==> config.mk <==
export PLATFORM = sky130hd
export DESIGN_NAME = mc_datapath_flat
export DESIGN_NICKNAME = d
export VERILOG_FILES = /design/src/rtl/mc_datapath_if.sv /design/src/rtl/mc_datapath.sv /design/src/flat_wrapper.sv
export SDC_FILE = /design/constraint.sdc
export NUM_CORES = 2
export LEC_CHECK = 0
export CORE_MARGIN = 5
export CORE_UTILIZATION = 60
export DETAILED_ROUTE_END_ITERATION = 8
export GPL_ROUTABILITY_DRIVEN = 1
export PLACE_DENSITY = 0.77
export SLEW_MARGIN = 10
export SYNTH_ARGS = -nofsm -noshare
export SYNTH_HDL_FRONTEND = slang
export SYNTH_SLANG_ARGS = --single-unit
==> constraint.sdc <==
create_clock -name clk -period 10.8 [get_ports clk]
set_clock_uncertainty 0.2 [all_clocks]
set_input_delay 2.16 -clock clk [delete_from_list [all_inputs] [get_ports clk]]
set_output_delay 2.16 -clock clk [all_outputs]
set_load 0.02 [all_outputs]
==> src/rtl/mc_datapath_if.sv <==
// Unified instruction/data memory port: req/ready handshake with wait-state support.
interface mc_datapath_if #(
  parameter int unsigned WIDTH = 32
);
  logic             mem_req_o;
  logic             mem_we_o;
  logic [WIDTH-1:0] mem_addr_o;
  logic [WIDTH-1:0] mem_wdata_o;
  logic [WIDTH-1:0] mem_rdata_i;
  logic             mem_ready_i;

  // Core side of the port
  modport master (
    output mem_req_o, mem_we_o, mem_addr_o, mem_wdata_o,
    input  mem_rdata_i, mem_ready_i
  );

  // Memory side of the port
  modport slave (
    input  mem_req_o, mem_we_o, mem_addr_o, mem_wdata_o,
    output mem_rdata_i, mem_ready_i
  );
endinterface

==> src/rtl/mc_datapath.sv <==
// Multicycle MIPS-subset core slice: datapath registers, register file, ALU and the
// control sequencer, sharing one memory port that may insert wait states.
module mc_datapath #(
  parameter int unsigned      WIDTH     = 32,
  parameter int unsigned      REG_WIDTH = 5,
  parameter logic [WIDTH-1:0] RESET_PC  = '0
) (
  input  logic          clk,
  input  logic          rst,
  mc_datapath_if.master mem_bus,
  output logic          halt_o,
  output logic [31:0]   instret_o
);
  localparam int unsigned NumRegs = 2 ** REG_WIDTH;

  localparam logic [5:0] OpRType = 6'h00, OpLw = 6'h23, OpSw = 6'h2B;
  localparam logic [5:0] OpAddi = 6'h08, OpBeq = 6'h04, OpJ = 6'h02;
  localparam logic [5:0] FnAdd = 6'h20, FnSub = 6'h22, FnAnd = 6'h24;
  localparam logic [5:0] FnOr = 6'h25, FnSlt = 6'h2A;

  typedef enum logic [3:0] {
    StBoot, StFetch, StDecode, StMemAdr, StMemRd, StMemWb, StMemWr,
    StRex, StRwb, StIex, StIwb, StBeq, StJmp, StHalt
  } state_e;

  state_e           state_q, state_d;
  logic [WIDTH-1:0] pc_q, pc_d;
  logic [31:0]      ir_q, ir_d;
  logic [WIDTH-1:0] mdr_q, mdr_d;
  logic [WIDTH-1:0] a_q, a_d;
  logic [WIDTH-1:0] b_q, b_d;
  logic [WIDTH-1:0] alu_out_q, alu_out_d;
  logic [31:0]      instret_q, instret_d;
  logic [WIDTH-1:0] rf_q [NumRegs];
  logic [WIDTH-1:0] rf_d [NumRegs];

  // Instruction fields; 5-bit register fields are resized to REG_WIDTH so that
  // out-of-range indices alias modulo the register file size.
  logic [5:0]           opcode, funct;
  logic [REG_WIDTH-1:0] rs_idx, rt_idx, rd_idx;
  logic [WIDTH-1:0]     imm_sext;
  logic [25:0]          target;

  assign opcode   = ir_q[31:26];
  assign funct    = ir_q[5:0];
  assign rs_idx   = REG_WIDTH'(ir_q[25:21]);
  assign rt_idx   = REG_WIDTH'(ir_q[20:16]);
  assign rd_idx   = REG_WIDTH'(ir_q[15:11]);
  assign imm_sext = {{(WIDTH-16){ir_q[15]}}, ir_q[15:0]};
  assign target   = ir_q[25:0];

  logic [WIDTH-1:0] alu_res;
  logic             funct_ok;

  // R-type ALU and recognition of the supported funct codes
  always_comb begin
    alu_res  = '0;
    funct_ok = 1'b1;
    case (funct)
      FnAdd:   alu_res = a_q + b_q;
      FnSub:   alu_res = a_q - b_q;
      FnAnd:   alu_res = a_q & b_q;
      FnOr:    alu_res = a_q | b_q;
      FnSlt:   alu_res = {{(WIDTH-1){1'b0}}, ($signed(a_q) < $signed(b_q))};
      default: funct_ok = 1'b0;
    endcase
  end

  logic                 rf_we;
  logic [REG_WIDTH-1:0] rf_waddr;
  logic [WIDTH-1:0]     rf_wdata;
  logic                 retire;

  // Sequencer: next state, datapath register updates and memory port drive
  always_comb begin
    state_d   = state_q;
    pc_d      = pc_q;
    ir_d      = ir_q;
    mdr_d     = mdr_q;
    a_d       = a_q;
    b_d       = b_q;
    alu_out_d = alu_out_q;
    rf_we     = 1'b0;
    rf_waddr  = rt_idx;
    rf_wdata  = alu_out_q;
    retire    = 1'b0;
    halt_o    = 1'b0;
    mem_bus.mem_req_o   = 1'b0;
    mem_bus.mem_we_o    = 1'b0;
    mem_bus.mem_addr_o  = pc_q;
    mem_bus.mem_wdata_o = '0;

    unique case (state_q)
      StBoot: state_d = StFetch;
      StFetch: begin
        mem_bus.mem_req_o = 1'b1;
        if (mem_bus.mem_ready_i) begin
          ir_d    = mem_bus.mem_rdata_i[31:0];
          pc_d    = pc_q + WIDTH'(4);
          state_d = StDecode;
        end
      end
      StDecode: begin
        a_d       = rf_q[rs_idx];
        b_d       = rf_q[rt_idx];
        // Branch target computed speculatively; PC already points past the branch
        alu_out_d = pc_q + (imm_sext << 2);
        case (opcode)
          OpLw, OpSw: state_d = StMemAdr;
          OpRType:    state_d = funct_ok ? StRex : StHalt;
          OpAddi:     state_d = StIex;
          OpBeq:      state_d = StBeq;
          OpJ:        state_d = StJmp;
          default:    state_d = StHalt;
        endcase
      end
      StMemAdr: begin
        alu_out_d = a_q + imm_sext;
        state_d   = (opcode == OpLw) ? StMemRd : StMemWr;
      end
      StMemRd: begin
        mem_bus.mem_req_o  = 1'b1;
        mem_bus.mem_addr_o = alu_out_q;
        if (mem_bus.mem_ready_i) begin
          mdr_d   = mem_bus.mem_rdata_i;
          state_d = StMemWb;
        end
      end
      StMemWb: begin
        rf_we    = 1'b1;
        rf_wdata = mdr_q;
        retire   = 1'b1;
        state_d  = StFetch;
      end
      StMemWr: begin
        mem_bus.mem_req_o   = 1'b1;
        mem_bus.mem_we_o    = 1'b1;
        mem_bus.mem_addr_o  = alu_out_q;
        mem_bus.mem_wdata_o = b_q;
        if (mem_bus.mem_ready_i) begin
          retire  = 1'b1;
          state_d = StFetch;
        end
      end
      StRex: begin
        alu_out_d = alu_res;
        state_d   = StRwb;
      end
      StRwb: begin
        rf_we    = 1'b1;
        rf_waddr = rd_idx;
        retire   = 1'b1;
        state_d  = StFetch;
      end
      StIex: begin
        alu_out_d = a_q + imm_sext;
        state_d   = StIwb;
      end
      StIwb: begin
        rf_we   = 1'b1;
        retire  = 1'b1;
        state_d = StFetch;
      end
      StBeq: begin
        if (a_q == b_q) pc_d = alu_out_q;
        retire  = 1'b1;
        state_d = StFetch;
      end
      StJmp: begin
        pc_d    = {pc_q[WIDTH-1:28], target, 2'b00};
        retire  = 1'b1;
        state_d = StFetch;
      end
      StHalt:  halt_o = 1'b1;
      default: state_d = StHalt;
    endcase

    instret_d = retire ? instret_q + 32'd1 : instret_q;
  end

  // Register file write port; entry 0 is never written so it always reads zero
  always_comb begin
    rf_d = rf_q;
    if (rf_we && (rf_waddr != '0)) rf_d[rf_waddr] = rf_wdata;
  end

  assign instret_o = instret_q;

  // State and datapath registers, cleared asynchronously
  always_ff @(posedge clk or negedge rst) begin
    if (!rst) begin
      state_q   <= StBoot;
      pc_q      <= RESET_PC;
      ir_q      <= '0;
      mdr_q     <= '0;
      a_q       <= '0;
      b_q       <= '0;
      alu_out_q <= '0;
      instret_q <= '0;
      rf_q      <= '{default: '0};
    end else begin
      state_q   <= state_d;
      pc_q      <= pc_d;
      ir_q      <= ir_d;
      mdr_q     <= mdr_d;
      a_q       <= a_d;
      b_q       <= b_d;
      alu_out_q <= alu_out_d;
      instret_q <= instret_d;
      rf_q      <= rf_d;
    end
  end
endmodule

==> src/flat_wrapper.sv <==
// flat-port wrapper written by rule: the top's interface ports become plain ports
module mc_datapath_flat 
#(
  parameter int unsigned      WIDTH     = 32,
  parameter int unsigned      REG_WIDTH = 5,
  parameter logic [WIDTH-1:0] RESET_PC  = '0
)
  (clk, rst, halt_o, instret_o, mem_bus_mem_req_o, mem_bus_mem_we_o, mem_bus_mem_addr_o, mem_bus_mem_wdata_o, mem_bus_mem_rdata_i, mem_bus_mem_ready_i);
  mc_datapath_if #(.WIDTH(WIDTH)) mem_bus_i ();
  input  logic clk;
  input  logic rst;
  output logic halt_o;
  output logic [31:0] instret_o;
  output wire logic [$bits(mem_bus_i.mem_req_o)-1:0] mem_bus_mem_req_o;
  output wire logic [$bits(mem_bus_i.mem_we_o)-1:0] mem_bus_mem_we_o;
  output wire logic [$bits(mem_bus_i.mem_addr_o)-1:0] mem_bus_mem_addr_o;
  output wire logic [$bits(mem_bus_i.mem_wdata_o)-1:0] mem_bus_mem_wdata_o;
  input wire logic [$bits(mem_bus_i.mem_rdata_i)-1:0] mem_bus_mem_rdata_i;
  input wire logic [$bits(mem_bus_i.mem_ready_i)-1:0] mem_bus_mem_ready_i;
  assign mem_bus_mem_req_o = mem_bus_i.mem_req_o;
  assign mem_bus_mem_we_o = mem_bus_i.mem_we_o;
  assign mem_bus_mem_addr_o = mem_bus_i.mem_addr_o;
  assign mem_bus_mem_wdata_o = mem_bus_i.mem_wdata_o;
  assign mem_bus_i.mem_rdata_i = mem_bus_mem_rdata_i;
  assign mem_bus_i.mem_ready_i = mem_bus_mem_ready_i;
  mc_datapath #(.WIDTH(WIDTH), .REG_WIDTH(REG_WIDTH), .RESET_PC(RESET_PC)) u_core (.clk(clk), .rst(rst), .mem_bus(mem_bus_i), .halt_o(halt_o), .instret_o(instret_o));
endmodule
==> results list <==
- Of the post-synthesis cell area, the dominant cell type holds 44.67%.
* Clock Tree Root: sky130_fd_sc_hd__clkbuf_16
- Fraction of the mapped netlist area in adder cells: approximately 3.1%
* Number of library cell types mapped by synthesis: between 80 and 90
- Dividing the detail-routed via count by the number of cells gives between 6 and 7.
- Net count of the finished layout: between 6,000 and 7,000
- The tightest hold path in the finished design has a slack of 196.6 ps.
- The worst setup path is of the reg2out kind.
- Max Slew Vio Count: 0
* Power Dens Cells: approximately 320 nW/µm²
* Mean post-synth cell area: 10.74 µm²
- Setup TNS: 0 ps
* Final Routed Wirelength: ~220,000 µm
- Worst path top cell family by delay: buffers and inverters
- Crit path buffers/inverters: 2
* Worst IR Drop VDD: 0.0001892 V
- After clock tree synthesis, the repair step resized 0 gates.
- Slack of the worst reg-to-reg path: just under 6000 ps
- The signal on the critical path passes through nand2b_1 -> nor2_4 -> buf_4 -> mux2_2 -> clkdlybuf4s50_1.
* Post-CTS Hold Fix Bufs: 0
* Top-Level Pins: approximately 130
- Switch Pwr: roughly 10 mW
- F_max: between 150 and 200 MHz
- Clock group share of total power: 18.8%
* Fin crit share: 54.36%
- Setup repair after global routing left no endpoint under its margin.
- The number of hold-slack violations in the final timing report was 0.
* Worst flop-to-flop path endpoint: u_core.rf_q[540]
- The tree built by TritonCTS fans out to roughly 1,300 sinks.
* Floorplan die area: 123,800 µm²
* Largest fanout of any net on the critical path: between 50 and 60
- In this run the core area contains between 100 and 150 standard-cell rows.
* Count of state elements after synthesis: 1,252
* Origin of the worst setup path: u_core.state_q[2]
* Count of cells along the worst hold path: 0
- When the netlist entered floorplanning its net count stood at between 6,000 and 7,000.
- Setup violations remaining at the end of the flow were counted as 0.
- Max-Slew Margin vs Limit: 14.57%
* Chip Width: about 350 µm
- Area growth from synthesis to layout: 9.374%
- Multiplexer cells account for a little under a quarter of the synthesized area.
* Hold Crit Class: reg2reg
* Global route overflow: 0
- For the pin with the worst max-slew slack, the measured transition is approximately 1300 ps.
- After Yosys synthesis, XOR and XNOR cells account for under 10% of the synthesized area.
* Largest cells by area after synthesis: sky130_fd_sc_hd__dfrtp_1, sky130_fd_sc_hd__mux4_2, sky130_fd_sc_hd__o21ai_0
- The first global-routing pass estimated 335,200 µm of wire.
- R2r startpoint: u_core.state_q[1]
* Maximum number of pins on one net before global-route repair: 174
* DRC violations left: 0
- Synthesis handed over a netlist of roughly 6,500 instances.
- Worst Min Path Start: u_core.rf_q[1022]
- Total Routing Usage GR: about 35%
* Dominant combinational cell family by area after synthesis: multiplexers
- The worst setup path is launched from a flop.
- Net Sw Frac: about 42%
- Cells with a size suffix above 1 make up between 10% and 20% of the layout.
* Share of synthesized flip-flops with an asynchronous set or reset: between 90% and 100%
- The internal portion of the total power is 14.02 mW.
- TritonCTS built the clock tree.
- Buffers placed on the I/O ports in this run total around 130.
* Type of destination of the critical path: output pin
* Simple-gate area share of the yosys netlist: about a tenth
- In this run the number of cells on the critical path is 5.
* Max_cap viols: 0
- Dividing the detail-routed wire length by the instance count gives around 28 µm.
- Number of flops mapped to enable cells by yosys: 0
- Synth warn: 0
- For this design the static power due to leakage is about 33 nW.
* Post-synthesis instance area: between 70,000 and 80,000 µm²
- Worst endpoint data arrival time: roughly 3500 ps
- Post CTS Setup Buffer Count: 0
* Cell with the largest stage delay on the worst path: sky130_fd_sc_hd__dfrtp_1
- Standard cell core area: roughly 120,000 µm²
- Post-synthesis compound-gate area fraction: 13.43%
- Clock-pin slew was measured on the worst setup and hold paths at about 60 ps.
- Once the floorplan was initialized, standard cells occupied between 60% and 70% of the core.
* Residual antenna-violating net count after detailed routing: 0
- Largest incremental delay on the critical path: approximately 600 ps
* R2R depth: 7
* Routability-driven placement congestion ratio: between 0.9 and 1
- Counting along the longest clock path gives a buffer depth of 3.
- Counting the buffers created by CTS gives 130.
- Post-synth top cells: sky130_fd_sc_hd__dfrtp_1, sky130_fd_sc_hd__nand2_1, sky130_fd_sc_hd__nor2_1, sky130_fd_sc_hd__o21ai_0, sky130_fd_sc_hd__a21oi_1
- The biggest area contributor in the post-synthesis netlist is sky130_fd_sc_hd__dfrtp_1.
- In this run, the number of DRC markers left after iteration 0 of detailed routing was about 7,500.
- CP Data Required Time: approximately 8400 ps
- Clk Latency, worst-skew pair: 760 ps
* Clock period minus worst slack: 5871 ps
* Total iterations of the first detailed-routing run: 9
- Among all flip-flop cells after synthesis, the most frequent one is sky130_fd_sc_hd__dfrtp_1.
- The number of global-route vias before repair came to around 55,000.
- Initial antenna violation count: 8
* CTS H-tree lvls: 4
- Once detailed placement completed, the half-perimeter wirelength came to about 130,000 µm.
- Hold-critical path endpoint: u_core.rf_q[1022]
- Status: completed
- Summing the sequential cell areas from Yosys gives approximately 45% of the chip area.
* Register share of total power: 34.7%
- Floorplan die height: around 350 µm
- Yosys instantiated no cell more often than sky130_fd_sc_hd__dfrtp_1.
- Vias after detailed routing: between 50,000 and 60,000
- Logic pwr share: between 40% and 50%
==> worst max-delay path by stage <==
stage	endpoint	slack, ps
2_1_floorplan	u_core.instret_o[29]	6570
6_report	mem_bus_mem_addr_o[6]	4930
3_3_place_gp	u_core.pc_q[3]	5450
5_1_grt	mem_bus_mem_addr_o[11]	4760
4_1_cts	mem_bus_mem_addr_o[6]	4940
3_5_place_dp	u_core.pc_q[12]	5400
==> cell families (layout without fill, tap and decap cells) <==
logic type,Yosys count,count (layout)
buffers and inverters,713,591
adders and majority gates,173,173
AOI/OAI and AO/OA,1698,1698
xor gates and xnor gates,102,102
DFF,1252,1252
other,0,3
muxes,816,816
and+or+nand+nor,1774,1774
==> state kept, by name, summed over array words and instances, names as in the netlist, 32 cells and up <==
| register | cells |
|---|---|
| u_core.rf_q | 1024 |
| u_core.a_q | 32 |
| u_core.alu_out_q | 32 |
| u_core.b_q | 32 |
| u_core.instret_o | 32 |
| u_core.ir_q | 32 |
| u_core.mdr_q | 32 |
| u_core.pc_q | 32 |
==> power groups by stage <==
stage	Sequential (mW)	Combinational, mW	Clock (mW)
6_report	8.37	11.2	4.55
5_1_grt	8.53	12.1	4.78
4_1_cts	8.27	11.1	4.58
3_5_place_dp	8.32	11.0	0
3_3_place_gp	8.16	10.7	0
2_1_floorplan	7.35	8.41	0
==> metrics by stage <==
stage	std cells	setup WS (ps)	instance area (µm²)	util, %	power (mW)
final	7933	4929	76710	66.02	24.17
after global routing	7930	4761	76710	66.01	25.37
after CTS	7930	4935	76710	66.01	23.90
after detailed placement	7697	5404	72410	62.31	19.30
after global placement	7697	5447	72410	62.31	18.88
after floorplan	6528	6572	70140	-	15.76
==> cell usage in the layout, fill, tap and decap left out, types with 13 or more instances in the layout <==
cell,netlist,final
sky130_fd_sc_hd__o211ai_1,15,15
sky130_fd_sc_hd__o22ai_1,26,26
sky130_fd_sc_hd__xor2_1,34,34
sky130_fd_sc_hd__dfrtp_1,1252,1239
sky130_fd_sc_hd__buf_4,1,92
sky130_fd_sc_hd__nand4_1,13,13
sky130_fd_sc_hd__mux2i_1,114,82
sky130_fd_sc_hd__mux4_2,640,640
sky130_fd_sc_hd__a211oi_1,19,19
sky130_fd_sc_hd__a31oi_1,29,29
sky130_fd_sc_hd__inv_1,124,124
sky130_fd_sc_hd__nor2b_1,14,14
sky130_fd_sc_hd__clkbuf_16,0,134
sky130_fd_sc_hd__mux2i_2,0,32
sky130_fd_sc_hd__ha_1,169,169
sky130_fd_sc_hd__nor3_1,54,52
sky130_fd_sc_hd__nand2_1,771,756
sky130_fd_sc_hd__xnor2_1,68,68
sky130_fd_sc_hd__clkdlybuf4s50_1,0,132
sky130_fd_sc_hd__a21o_1,32,32
sky130_fd_sc_hd__clkbuf_1,484,30
sky130_fd_sc_hd__mux2_2,62,62
sky130_fd_sc_hd__and3_1,59,59
sky130_fd_sc_hd__a221oi_1,29,29
sky130_fd_sc_hd__nor2_4,0,18
sky130_fd_sc_hd__clkinv_2,0,20
sky130_fd_sc_hd__nand2b_1,25,25
sky130_fd_sc_hd__clkbuf_8,0,31
sky130_fd_sc_hd__and2_1,19,19
sky130_fd_sc_hd__nor2_1,712,694
sky130_fd_sc_hd__o21a_1,20,20
sky130_fd_sc_hd__a21oi_1,683,683
sky130_fd_sc_hd__o21ai_0,705,705
sky130_fd_sc_hd__nand2_4,0,15
sky130_fd_sc_hd__nand3_1,51,50
==> final cells by class <==
type / count / area [µm²]
diodes: 3 / 7.507
fillers: 8393 / 39490
inverters: 125 / 469.2
well taps: 1524 / 1907
clock buffers: 195 / 3892
flip-flops and latches: 1252 / 31370
multi-input cells: 4563 / 36470
clock inverters: 38 / 409.1
repair buffers: 233 / 2192
==> worst reg2reg max path, stage by stage (launching register included) <==
cell and delay [ps]:
sky130_fd_sc_hd__dfrtp_2 1000, sky130_fd_sc_hd__a31oi_1 420, sky130_fd_sc_hd__o21ai_0 730, sky130_fd_sc_hd__nand2_1 650, sky130_fd_sc_hd__nor2_4 840, sky130_fd_sc_hd__buf_4 730
sky130_fd_sc_hd__nor2_1 180, sky130_fd_sc_hd__a21oi_1 140
==> routing by layer <==
layer / GRT usage, % / wire, µm
met1: 47.67 / 80370
met5: 0 / 55
met4: 16.84 / 11880
met2: 54.39 / 100700
met3: 9.252 / 27050
No activity file was read; power rests on OpenSTA's default activity.
